===== config.mk =====
export PLATFORM = sky130hd
export DESIGN_NAME = debounce_trigger
export DESIGN_NICKNAME = d
export VERILOG_FILES = /design/src/rtl/debounce_trigger.sv
export SDC_FILE = /design/constraint.sdc
export NUM_CORES = 1
export LEC_CHECK = 0
export BUFFER_PORTS_ARGS = -buffer_cell sky130_fd_sc_hd__buf_2
export CORE_AREA = 2 2 39 41
export CTS_BUF_LIST = sky130_fd_sc_hd__clkbuf_4 sky130_fd_sc_hd__clkbuf_8
export CTS_CLUSTER_DIAMETER = 50
export CTS_CLUSTER_SIZE = 30
export DETAILED_ROUTE_END_ITERATION = 8
export DIE_AREA = 0 0 41 43
export REMOVE_ABC_BUFFERS = 1
export SETUP_SLACK_MARGIN = 0.3
export SLEW_MARGIN = 20
export SYNTH_ARGS = -nofsm -noshare
export SYNTH_HDL_FRONTEND = slang
export SYNTH_SLANG_ARGS = --single-unit
export TNS_END_PERCENT = 10

===== constraint.sdc =====
create_clock -name in_clk -period 1.16 [get_ports in_clk]
set_clock_uncertainty 0.05 [all_clocks]
set_input_delay 0.232 -clock in_clk [delete_from_list [all_inputs] [get_ports in_clk]]
set_output_delay 0.232 -clock in_clk [all_outputs]
set_load 0.05 [all_outputs]

===== src/rtl/debounce_trigger.sv =====
// Debounces a raw push-button input: synchronizer chain, four-state accept FSM,
// and registered level / rise / fall / toggle / busy outputs.
module debounce_trigger #(
  parameter int unsigned SYNC_STAGES   = 2,
  parameter int unsigned STABLE_CYCLES = 5
) (
  input  logic in_clk,
  input  logic in_rst,
  input  logic in_btn,
  output logic out_level,
  output logic out_rise,
  output logic out_fall,
  output logic out_toggle,
  output logic out_busy
);

  localparam int unsigned CTR_W = $clog2(STABLE_CYCLES + 1);
  localparam logic [CTR_W-1:0] CTR_MAX = CTR_W'(STABLE_CYCLES - 1);

  typedef enum logic [1:0] {
    LOW,
    RISE_WAIT,
    HIGH,
    FALL_WAIT
  } state_e;

  state_e                 state_q, state_d;
  logic [SYNC_STAGES-1:0] sync_q, sync_d;
  logic [CTR_W-1:0]       ctr_q, ctr_d;
  logic                   level_q, level_d;
  logic                   rise_q, rise_d;
  logic                   fall_q, fall_d;
  logic                   toggle_q, toggle_d;
  logic                   busy_q, busy_d;
  logic                   s;

  assign sync_d = {sync_q[SYNC_STAGES-2:0], in_btn};
  assign s      = sync_q[SYNC_STAGES-1];

  always_ff @(posedge in_clk or negedge in_rst) begin
    if (!in_rst) begin
      sync_q   <= '0;
      state_q  <= LOW;
      ctr_q    <= '0;
      level_q  <= 1'b0;
      rise_q   <= 1'b0;
      fall_q   <= 1'b0;
      toggle_q <= 1'b0;
      busy_q   <= 1'b0;
    end else begin
      sync_q   <= sync_d;
      state_q  <= state_d;
      ctr_q    <= ctr_d;
      level_q  <= level_d;
      rise_q   <= rise_d;
      fall_q   <= fall_d;
      toggle_q <= toggle_d;
      busy_q   <= busy_d;
    end
  end

  always_comb begin
    state_d = state_q;
    ctr_d   = '0;
    case (state_q)
      LOW: begin
        if (s) state_d = RISE_WAIT;
      end
      RISE_WAIT: begin
        if (!s) state_d = LOW;
        else if (ctr_q == CTR_MAX) state_d = HIGH;
        else ctr_d = ctr_q + 1'b1;
      end
      HIGH: begin
        if (!s) state_d = FALL_WAIT;
      end
      FALL_WAIT: begin
        if (s) state_d = HIGH;
        else if (ctr_q == CTR_MAX) state_d = LOW;
        else ctr_d = ctr_q + 1'b1;
      end
      default: state_d = LOW;
    endcase
  end

  // Outputs are registered, so they are computed from the next state to line up
  // with the state transition edge.
  always_comb begin
    rise_d   = (state_q == RISE_WAIT) && s && (ctr_q == CTR_MAX);
    fall_d   = (state_q == FALL_WAIT) && !s && (ctr_q == CTR_MAX);
    level_d  = (state_d == HIGH) || (state_d == FALL_WAIT);
    toggle_d = toggle_q ^ rise_d;
    busy_d   = (state_d == RISE_WAIT) || (state_d == FALL_WAIT);
  end

  assign out_level  = level_q;
  assign out_rise   = rise_q;
  assign out_fall   = fall_q;
  assign out_toggle = toggle_q;
  assign out_busy   = busy_q;

endmodule


Word-level counts from Yosys, hierarchy flattened
Cells that the tools add are included.
{ "totals": {"register_bits": 12} }
{ "op_classes": {"n_addsub": 1, "n_eq_ne": 7, "muxes": 11, "bitwise": 1, "reduce_logical": 8} }
{ "op_table": {"columns": ["operator", "n"], "rows": [
  ["$mux W2", 6],
  ["$mux W3", 3],
  ["$eq A2 B2 Y1 const B", 4],
  ["$pmux W2 S4", 1],
  ["$pmux W3 S2", 1],
  ["$eq A2 B1 Y1 const B", 2],
  ["$logic_and A1 B1 Y1", 4],
  ["$add A3 B1 Y3 const B", 1],
  ["$eq A3 B3 Y1 const B", 1],
  ["$logic_not A2 Y1", 1],
  ["$logic_or A1 B1 Y1", 2],
  ["$logic_not A1 Y1", 1],
  ["$xor A1 B1 Y1", 1]
]} }

Longest topological paths before layout
Gate-level depths: netlist of run 1.
{ "depth": {"ltp_word": 6, "mapped_depth": 5, "ltp_nobuf": 5} }

Worst setup path after synthesis of run 1
Ideal clock, no wire load.
{ "synth_path": {"path_type": "flip-flop to flip-flop", "from": "register out_level (netlist name)", "to": "register ctr_q[0]", "setup_time_ns": 0.094, "t_arrival_ns": 1.149, "slack_ns": -0.133, "path_stages_with_launch": 4, "path_cell_list": "dfrtp_1 > xor2_2 > nand2_1 > a211oi_1"} }
{ "synth_rtl": {"columns": ["item", "line_no", "rtl"], "rows": [
  ["to (signal assigned)", "53", "ctr_q <= ctr_d;"],
  ["to (decl)", "29", "logic [CTR_W-1:0] ctr_q, ctr_d;"]
]} }

Worst setup path in the final report of run 1
{ "layout_path": {"from": "register ctr_q[0]", "to": "register toggle_q (netlist: out_toggle)"} }
{ "layout_between": {"elab_chain_cells": 3} }
{ "layout_rtl": {"columns": ["item", "line_no", "rtl"], "rows": [
  ["$eq A3 B3 Y1", "89", "rise_d = (state_q == RISE_WAIT) && s && (ctr_q == CTR_MAX);"],
  ["$logic_and A1 B1 Y1", "89", null],
  ["net rise_d", "31", "logic rise_q, rise_d;"],
  ["$xor A1 B1 Y1", "92", "toggle_d = toggle_q ^ rise_d;"],
  ["net toggle_d", "33", "logic toggle_q, toggle_d;"],
  ["to (signal assigned)", "57", "toggle_q <= toggle_d;"],
  ["to (decl)", "33", null]
]} }
The timed path passes the listed nets, and every way through them passes these cells.

==> impl_summary.txt, run 1 <==
----------------------------------------------------
[STA]
  Highest attainable clock frequency ... about 0.83 GHz
  Normalized max-slew margin ... 83.6%
  Minimum clock period ... approximately 1.2 ns
  Final count of pins violating max slew ... 0
  Unrepaired setup endpoints after global routing ... yes
  Final worst-path cycle share ... 104%
  Total count of hold-check failures in the final report ... 0
  Tightest hold margin ... between 0.02 and 0.025 ns
  Number of failing setup endpoints in the final timing report ... 4
  Actual transition at the worst max-transition pin ... around 0.25 ns
  Post-route worst setup slack ... -0.0482 ns

[Global route]
  Number of global-route vias before repair ... roughly 280
  Antenna violations before repair ... 0
  Maximum number of pins on one net before global-route repair ... 12
  GRT Util Overall ... roughly a tenth
  Wire length of the first global-routing pass ... 1110 um
  Overall overflow remaining after global route ... 0

[Clock network]
  TritonCTS clock tree ... done
  H-Tree Level Count ... 1
  Clock Tree Root ... sky130_fd_sc_hd__clkbuf_4
  Maximum buffer depth of the clock tree ... 2
  Total CTS buffers ... 3
  Post-CTS setup buffer count ... 0
  Clock latency on the worst-skew pair ... 0.26 ns
  Clk pin slew, worst setup/hold paths ... 0.07 ns
  CTS sink count ... 11

[Power and ir drop]
  Maximum vdd drop ... roughly 0.77 mV
  Cell-internal power ... between 0.0006 and 0.0007 W
  Switching Share ... 24.7%
  Leak Pwr ... between 0.2 and 0.3 nW
  Sequential share of power ... between 50% and 60%
  Net switching power ... a little over 0.0002 W
  Clock power share ... between 30% and 40%
  Power density over the cells ... 1310 mW/mm^2
  Part of the total power dissipated in combinational logic ... between 10 and 15%

[Cells and area]
  Combined flip-flop and latch cell area ... 278 um^2
  Final standard cell count with taps included and fillers excluded ... 62
  Final net count ... 52
  Multi-input combinational cell area ... between 150 and 200 um^2
  Proportion of layout cells with a drive suffix above 1 ... ~60%
  Diodes inserted ... 0
  Layout-stage area growth over the synthesis result ... 46.5%
  Layout fillers ... roughly 140

[Yosys]
  Number of different library cells in the post-synthesis netlist ... 16
  Asr flop ratio synth ... between 90% and 100%
  Number of enable flip-flop cells after synthesis ... 0
  Mean area per synthesized cell ... around 14 um^2
  Portion of synthesized cell area occupied by the leading cell type ... about two thirds
  Post-synthesis instance area ... 425 um^2
  Yosys synthesis warning count ... 0
  Most common flop cell mapped by yosys ... sky130_fd_sc_hd__dfrtp_1
  Synthesized flop and latch total ... 11
  Share of the yosys chip area belonging to registers ... around two thirds
  Area leader, netlist ... sky130_fd_sc_hd__dfrtp_1
  Ranking of synthesized cells by area ... sky130_fd_sc_hd__dfrtp_1, sky130_fd_sc_hd__ha_1, sky130_fd_sc_hd__xor2_2, sky130_fd_sc_hd__nor3b_1, sky130_fd_sc_hd__nor3b_2
  Cell count after synthesis ... 30

[Floorplanning]
  Standard-cell row count ... 14
  Die footprint ... ~0.0018 mm^2
  Number of ports placed on the die boundary ... 8
  Area inside the core boundary ... approximately 0.0014 mm^2
  Initial core utilization ... between 30% and 40%
  Vert. Die Dim ... ~43 um
  Die Span X ... ~41 um

[Flow run]
  Count of maximum capacitance violations ... 0

[Setup path]
  FF-to-FF End ... out_toggle
  Reg2Reg Depth ... 5
  Critical Path Sink Type ... register
  Crit path launch type ... register
  Critical path peak fanout ... 3
  Register-to-register path setup slack ... -0.05 ns
  Start-to-end type of the worst setup path ... reg2reg
  Worst setup endpoint ... out_toggle
  CP required ... 1.30 ns
  Startpoint of the worst-slack reg-to-reg timing path ... ctr_q[0]
  Worst setup path startpoint ... ctr_q[0]
  Critical path data arrival time ... ~1.3 ns

[Routing]
  Total detailed-routing wirelength ... ~650 um
  Via-to-Cell Ratio ... ~4.3
  Wire length per cell ... 10.5 um
  Number of nets with antenna violations after routing ... 0
  Vias after detailed routing ... 267
  Total DRC errors in the routed layout ... 0
  First-iteration detailed-routing DRC count ... 0
  Detailed-routing iteration count for the pre-antenna-repair pass ... 1

[Status]
  Run status ... finished, violations left
  Violated checks ... negative setup slack

[Place]
  Hpwl dp ... between 400 and 500 um
  Placed cell count ... 57
  Final weighted congestion in routability-driven placement ... 0.657
  Count of input and output buffers ... 7

[Worst hold path]
  Number of stages on the worst hold path ... 1
  Hold Crit Start ... in_btn
  Worst Hold Class ... in2reg

----------------------------------------------------
[critical path, cell delays in order, from the launching register on]
cell and delay [ns]:
sky130_fd_sc_hd__dfrtp_1 0.39, sky130_fd_sc_hd__inv_2 0.07, sky130_fd_sc_hd__ha_4 0.14, sky130_fd_sc_hd__nand3_4 0.10, sky130_fd_sc_hd__nor3b_4 0.23, sky130_fd_sc_hd__xor2_1 0.16
[area by class of cell]
cell class,count,area share (%)
well taps,16,3.21
inverters,3,1.81
flip-flops and latches,11,44.6
repair buffers,12,17.1
clock buffers,4,4.82
multi-input cells,16,28.5
[layout by cell type, fill, tap and decap left out]
cell type / n
sky130_fd_sc_hd__a211oi_1: 1
sky130_fd_sc_hd__xor2_1: 1
sky130_fd_sc_hd__a21oi_1: 1
sky130_fd_sc_hd__and3_1: 1
sky130_fd_sc_hd__buf_2: 2
sky130_fd_sc_hd__nor3b_4: 1
sky130_fd_sc_hd__nand3_4: 1
sky130_fd_sc_hd__buf_4: 4
sky130_fd_sc_hd__and2_2: 1
sky130_fd_sc_hd__mux2_1: 1
sky130_fd_sc_hd__clkbuf_4: 4
sky130_fd_sc_hd__ha_2: 1
sky130_fd_sc_hd__nor3b_2: 2
sky130_fd_sc_hd__nor2_1: 1
sky130_fd_sc_hd__nand2_1: 1
sky130_fd_sc_hd__inv_1: 1
sky130_fd_sc_hd__and2_1: 1
sky130_fd_sc_hd__inv_2: 2
sky130_fd_sc_hd__xor2_2: 1
sky130_fd_sc_hd__dfrtp_1: 9
sky130_fd_sc_hd__buf_6: 5
sky130_fd_sc_hd__dfrtp_2: 2
sky130_fd_sc_hd__dlygate4sd3_1: 1
sky130_fd_sc_hd__ha_4: 1
[kinds of logic after synthesis]
group           after synthesis  share of synthesized area (%)
mux                           1                           2.65
compound gates                2                           2.94
fa+ha+maj                     2                           5.88
xor+xnor                      2                           5.88
simple gates                  9                           15.3
buf+inv                       3                           2.65
flops                        11                           64.7
[worst min-delay path by stage]
stage | endpoint | slack, ns
4_1_cts | sync_q[0] | 0.02
5_1_grt | sync_q[0] | 0.02
3_3_place_gp | out_toggle | 0.06
2_1_floorplan | ctr_q[0] | -0.11
3_5_place_dp | sync_q[0] | 0.07
6_report | sync_q[0] | 0.02
[state kept, by name, summed over array words and instances, names as in the netlist]
signal / flops
ctr_q: 3
sync_q: 2
out_busy: 1
out_fall: 1
out_level: 1
out_rise: 1
out_toggle: 1
state_q: 1
[cells in the mapped netlist, drive strengths merged (2+ instances only)]
library cell	count
and2	2
dfrtp	11
ha	2
inv	3
nor3b	3
xor2	2
[metrics by stage]
step                setup TNS (ns)  utilization (%)  setup WS, ns  cell area (um^2)  total power [W]
floorplan                   -0.362                -        -0.133               425         0.000477
global placement            -0.172             36.9       -0.0752               510         0.000517
detailed placement          -0.177             36.9       -0.0688               510         0.000519
CTS                         -0.198             43.5       -0.0741               602         0.000826
global route                -0.431             45.0        -0.142               623         0.000862
finish                      -0.110             45.0       -0.0482               623         0.000819
[per-layer routing]
metal | vias to the layer above | routed length [um] | GRT usage (%)
met5 | - | 0 | 0
met4 | 0 | 0 | 4.00
met3 | 0 | 30 | 4.71
met2 | 6 | 310 | 12.5
met1 | 128 | 311 | 13.0
li1 | 133 | - | -
[what timing repair did]
| action | 4_1_cts | 5_1_grt |
|---|---|---|
| hold buffers | 1 | 0 |
| resized for setup | 13 | 9 |
| pin swaps | 0 | 3 |
| endpoints found under the setup margin | 14 | 14 |
| hold endpoints to repair | 11 | 0 |
[power by group through the flow]
stage,clock (W),combinational [W],sequential [W]
6_report,0.000278,0.000118,0.000422
4_1_cts,0.000290,0.000116,0.000420
3_5_place_dp,0,0.0000948,0.000424
3_3_place_gp,0,0.0000935,0.000423
5_1_grt,0.000306,0.000131,0.000425
2_1_floorplan,0,0.0000298,0.000448
(Power assumes the default switching activity.)
==> inputs of run 2 (changes only) <==
CELL_PAD_IN_SITES_DETAIL_PLACEMENT = 2   (was not set)
CELL_PAD_IN_SITES_GLOBAL_PLACEMENT = 2   (was not set)
PLACE_DENSITY_LB_ADDON = 0.1   (was not set)
==> impl_summary.txt, run 2 (synthesized netlist as in run 1, its figures left out) <==
----------------------------------------------------
[Status]
  Run status ... finished, violations left
  Violated checks ... negative setup slack

[Clock network]
  H-Tree Level Count ... 1 (unchanged)
  Maximum buffer depth of the clock tree ... 2 (unchanged)
  Clock latency on the worst-skew pair ... 0.26 ns (about the same)
  TritonCTS clock tree ... done
  Clk pin slew, worst setup/hold paths ... 0.07 ns (about the same)
  Total CTS buffers ... 3 (unchanged)
  CTS sink count ... 11 (unchanged)
  Clock Tree Root ... sky130_fd_sc_hd__clkbuf_4

[STA]
  Minimum clock period ... 1.22 ns (+0.00991 ns)
  Total count of hold-check failures in the final report ... 0 (unchanged)
  Final count of pins violating max slew ... 0 (unchanged)
  Unrepaired setup endpoints after global routing ... yes
  Tightest hold margin ... 0.0282 ns (+0.00454 ns)
  Actual transition at the worst max-transition pin ... 0.248 ns (+0.00229 ns)
  Post-route worst setup slack ... -0.0581 ns (-0.00991 ns)
  Final worst-path cycle share ... 105% (+0.85 points)
  Number of failing setup endpoints in the final timing report ... 6 (+2)
  Normalized max-slew margin ... 83.5% (-0.15 points)
  Highest attainable clock frequency ... 0.821 GHz (-0.81%)

[Setup path]
  Reg2Reg Depth ... 5 (unchanged)
  CP required ... 1.29 ns (about the same)
  Start-to-end type of the worst setup path ... reg2reg
  Max stage delay on crit path ... 0.40 ns (about the same)
  Critical Path Sink Type ... register
  Critical path peak fanout ... 5 (+2)
  Max stage delay cell, worst path ... sky130_fd_sc_hd__dfrtp_1
  Ordered list of cells on the worst path ... inv_2, ha_4, nand3_4, nor3b_4, xor2_1
  Critical path data arrival time ... 1.35 ns (about the same)
  Crit path launch type ... register

[Routing]
  Via-to-Cell Ratio ... 4.29 (-0.48%)
  Number of nets with antenna violations after routing ... 0 (unchanged)
  Vias after detailed routing ... 270 (+1.1%)
  First-iteration detailed-routing DRC count ... 0 (unchanged)
  Total DRC errors in the routed layout ... 0 (unchanged)
  Wire length per cell ... 13.2 um (+26%)
  Detailed-routing iteration count for the pre-antenna-repair pass ... 1 (unchanged)
  Total detailed-routing wirelength ... 833 um (+28%)

[Global route]
  GRT Util Overall ... 13.2% (+3.7 points)
  Wire length of the first global-routing pass ... 1490 um (+34%)
  Number of global-route vias before repair ... 329 (+18%)
  Antenna violations before repair ... 0 (unchanged)
  Overall overflow remaining after global route ... 0 (unchanged)
  Maximum number of pins on one net before global-route repair ... 12 (unchanged)

[Place]
  Final weighted congestion in routability-driven placement ... 0.661 (+0.59%)
  Hpwl dp ... 612 um (+37%)
  Count of input and output buffers ... 7 (unchanged)
  Worst slack at placement ... -0.109 ns (-0.0406 ns)
  Instance area after placement ... 510 um^2 (unchanged)

[Floorplanning]
  Die footprint ... 0.00176 mm^2 (unchanged)
  Area inside the core boundary ... 0.00138 mm^2 (unchanged)
  Number of ports placed on the die boundary ... 8 (unchanged)
  Initial core utilization ... 30.7% (unchanged)
  Standard-cell row count ... 14 (unchanged)
  Die Span X ... 41 um (unchanged)
  Vert. Die Dim ... 43 um (unchanged)

[Cells and area]
  Layout-stage area growth over the synthesis result ... 45.6%
  Proportion of layout cells with a drive suffix above 1 ... 55.3% (-3.4 points)
  Post-route cell area ... 619 um^2 (-0.60%)
  Max reg flops ... 3 (unchanged)
  Regs by FF count ... ctr_q: 3 flops, sync_q: 2 flops
  Leading cell types in the layout, fill and taps excluded ... sky130_fd_sc_hd__dfrtp_1, sky130_fd_sc_hd__buf_4, sky130_fd_sc_hd__clkbuf_4, sky130_fd_sc_hd__buf_6
  Utilization after layout ... 44.8% (-0.27 points)
  Diodes inserted ... 0 (unchanged)
  Final net count ... 53 (+1.9%)
  Most common library cell in the layout ignoring fill and taps ... sky130_fd_sc_hd__dfrtp_1
  Register name with the most flops ... ctr_q

[Power and ir drop]
  Leak Pwr ... 0.290 nW (+2.1%)
  Power density over the cells ... 1320 mW/mm^2 (+0.15%)
  Maximum vdd drop ... 0.536 mV (-31%)

[Flow run]
  Count of maximum capacitance violations ... 0 (unchanged)

[Worst hold path]
  Worst Hold Class ... in2reg
  Number of stages on the worst hold path ... 1 (unchanged)

----------------------------------------------------
## run 2: power by group
group | internal [W] | total, W | switching (W)
clock | 0.000156 | 0.000272 | 0.000116
sequential | 0.000404 | 0.000424 | 0.0000202
combinational | 0.0000557 | 0.000119 | 0.0000635
## run 2: worst paths after layout
path	slack [ns]	from	to
max reg2reg	-0.06	ctr_q[0]	out_toggle
max in group asynchronous	0.51	in_rst	out_level
max	-0.06	ctr_q[0]	out_toggle
min	0.03	in_btn	sync_q[0]
min in group asynchronous	0.33	in_rst	sync_q[0]
min reg2reg	0.33	sync_q[0]	sync_q[1]
## run 2: worst max-delay path, delay by kind of cell, from the launching register on
| kind | cells | cell delay [ns] |
|---|---|---|
| flip-flops | 1 | 0.40 |
| adder cells (fa/ha/maj) | 1 | 0.14 |
| XOR/XNOR | 1 | 0.15 |
| buffers and inverters | 1 | 0.07 |
| AND/OR/NAND/NOR | 2 | 0.33 |
## run 2: per-stage QoR
stage                     TNS, ns  power (W)  std cells
final                      -0.226   0.000815         63
after global routing       -0.750   0.000864         63
after CTS                  -0.327   0.000827         63
after detailed placement   -0.350   0.000523         57
after global placement     -0.183   0.000520         57
after floorplan            -0.362   0.000477         30
## run 2: layout make-up
class                   instances  area (um^2)
fillers                       140          764
flip-flops and latches         11          278
multi-input cells              16          170
repair buffers                 13          110
clock buffers                   4         30.0
well taps                      16         20.0
inverters                       3         11.3
## run 2: timing repair
action                                 4_1_cts  5_1_grt
pin swaps                                    4        2
setup endpoints to repair                   14       14
buffers inserted                             1        0
hold buffers                                 1        0
endpoints found under the hold margin       11        0
resized for setup                           17        1
## run 2: metal layers
layer / GRT usage (%) / up-vias / wire [um] / part of all wire, %
li1: - / 131 / - / -
met1: 15.9 / 135 / 335 / 40
met2: 20.3 / 4 / 468 / 56
met3: 4.71 / 0 / 29 / 3.5
met4: 6.00 / 0 / 0 / 0
met5: 0 / - / 0 / 0
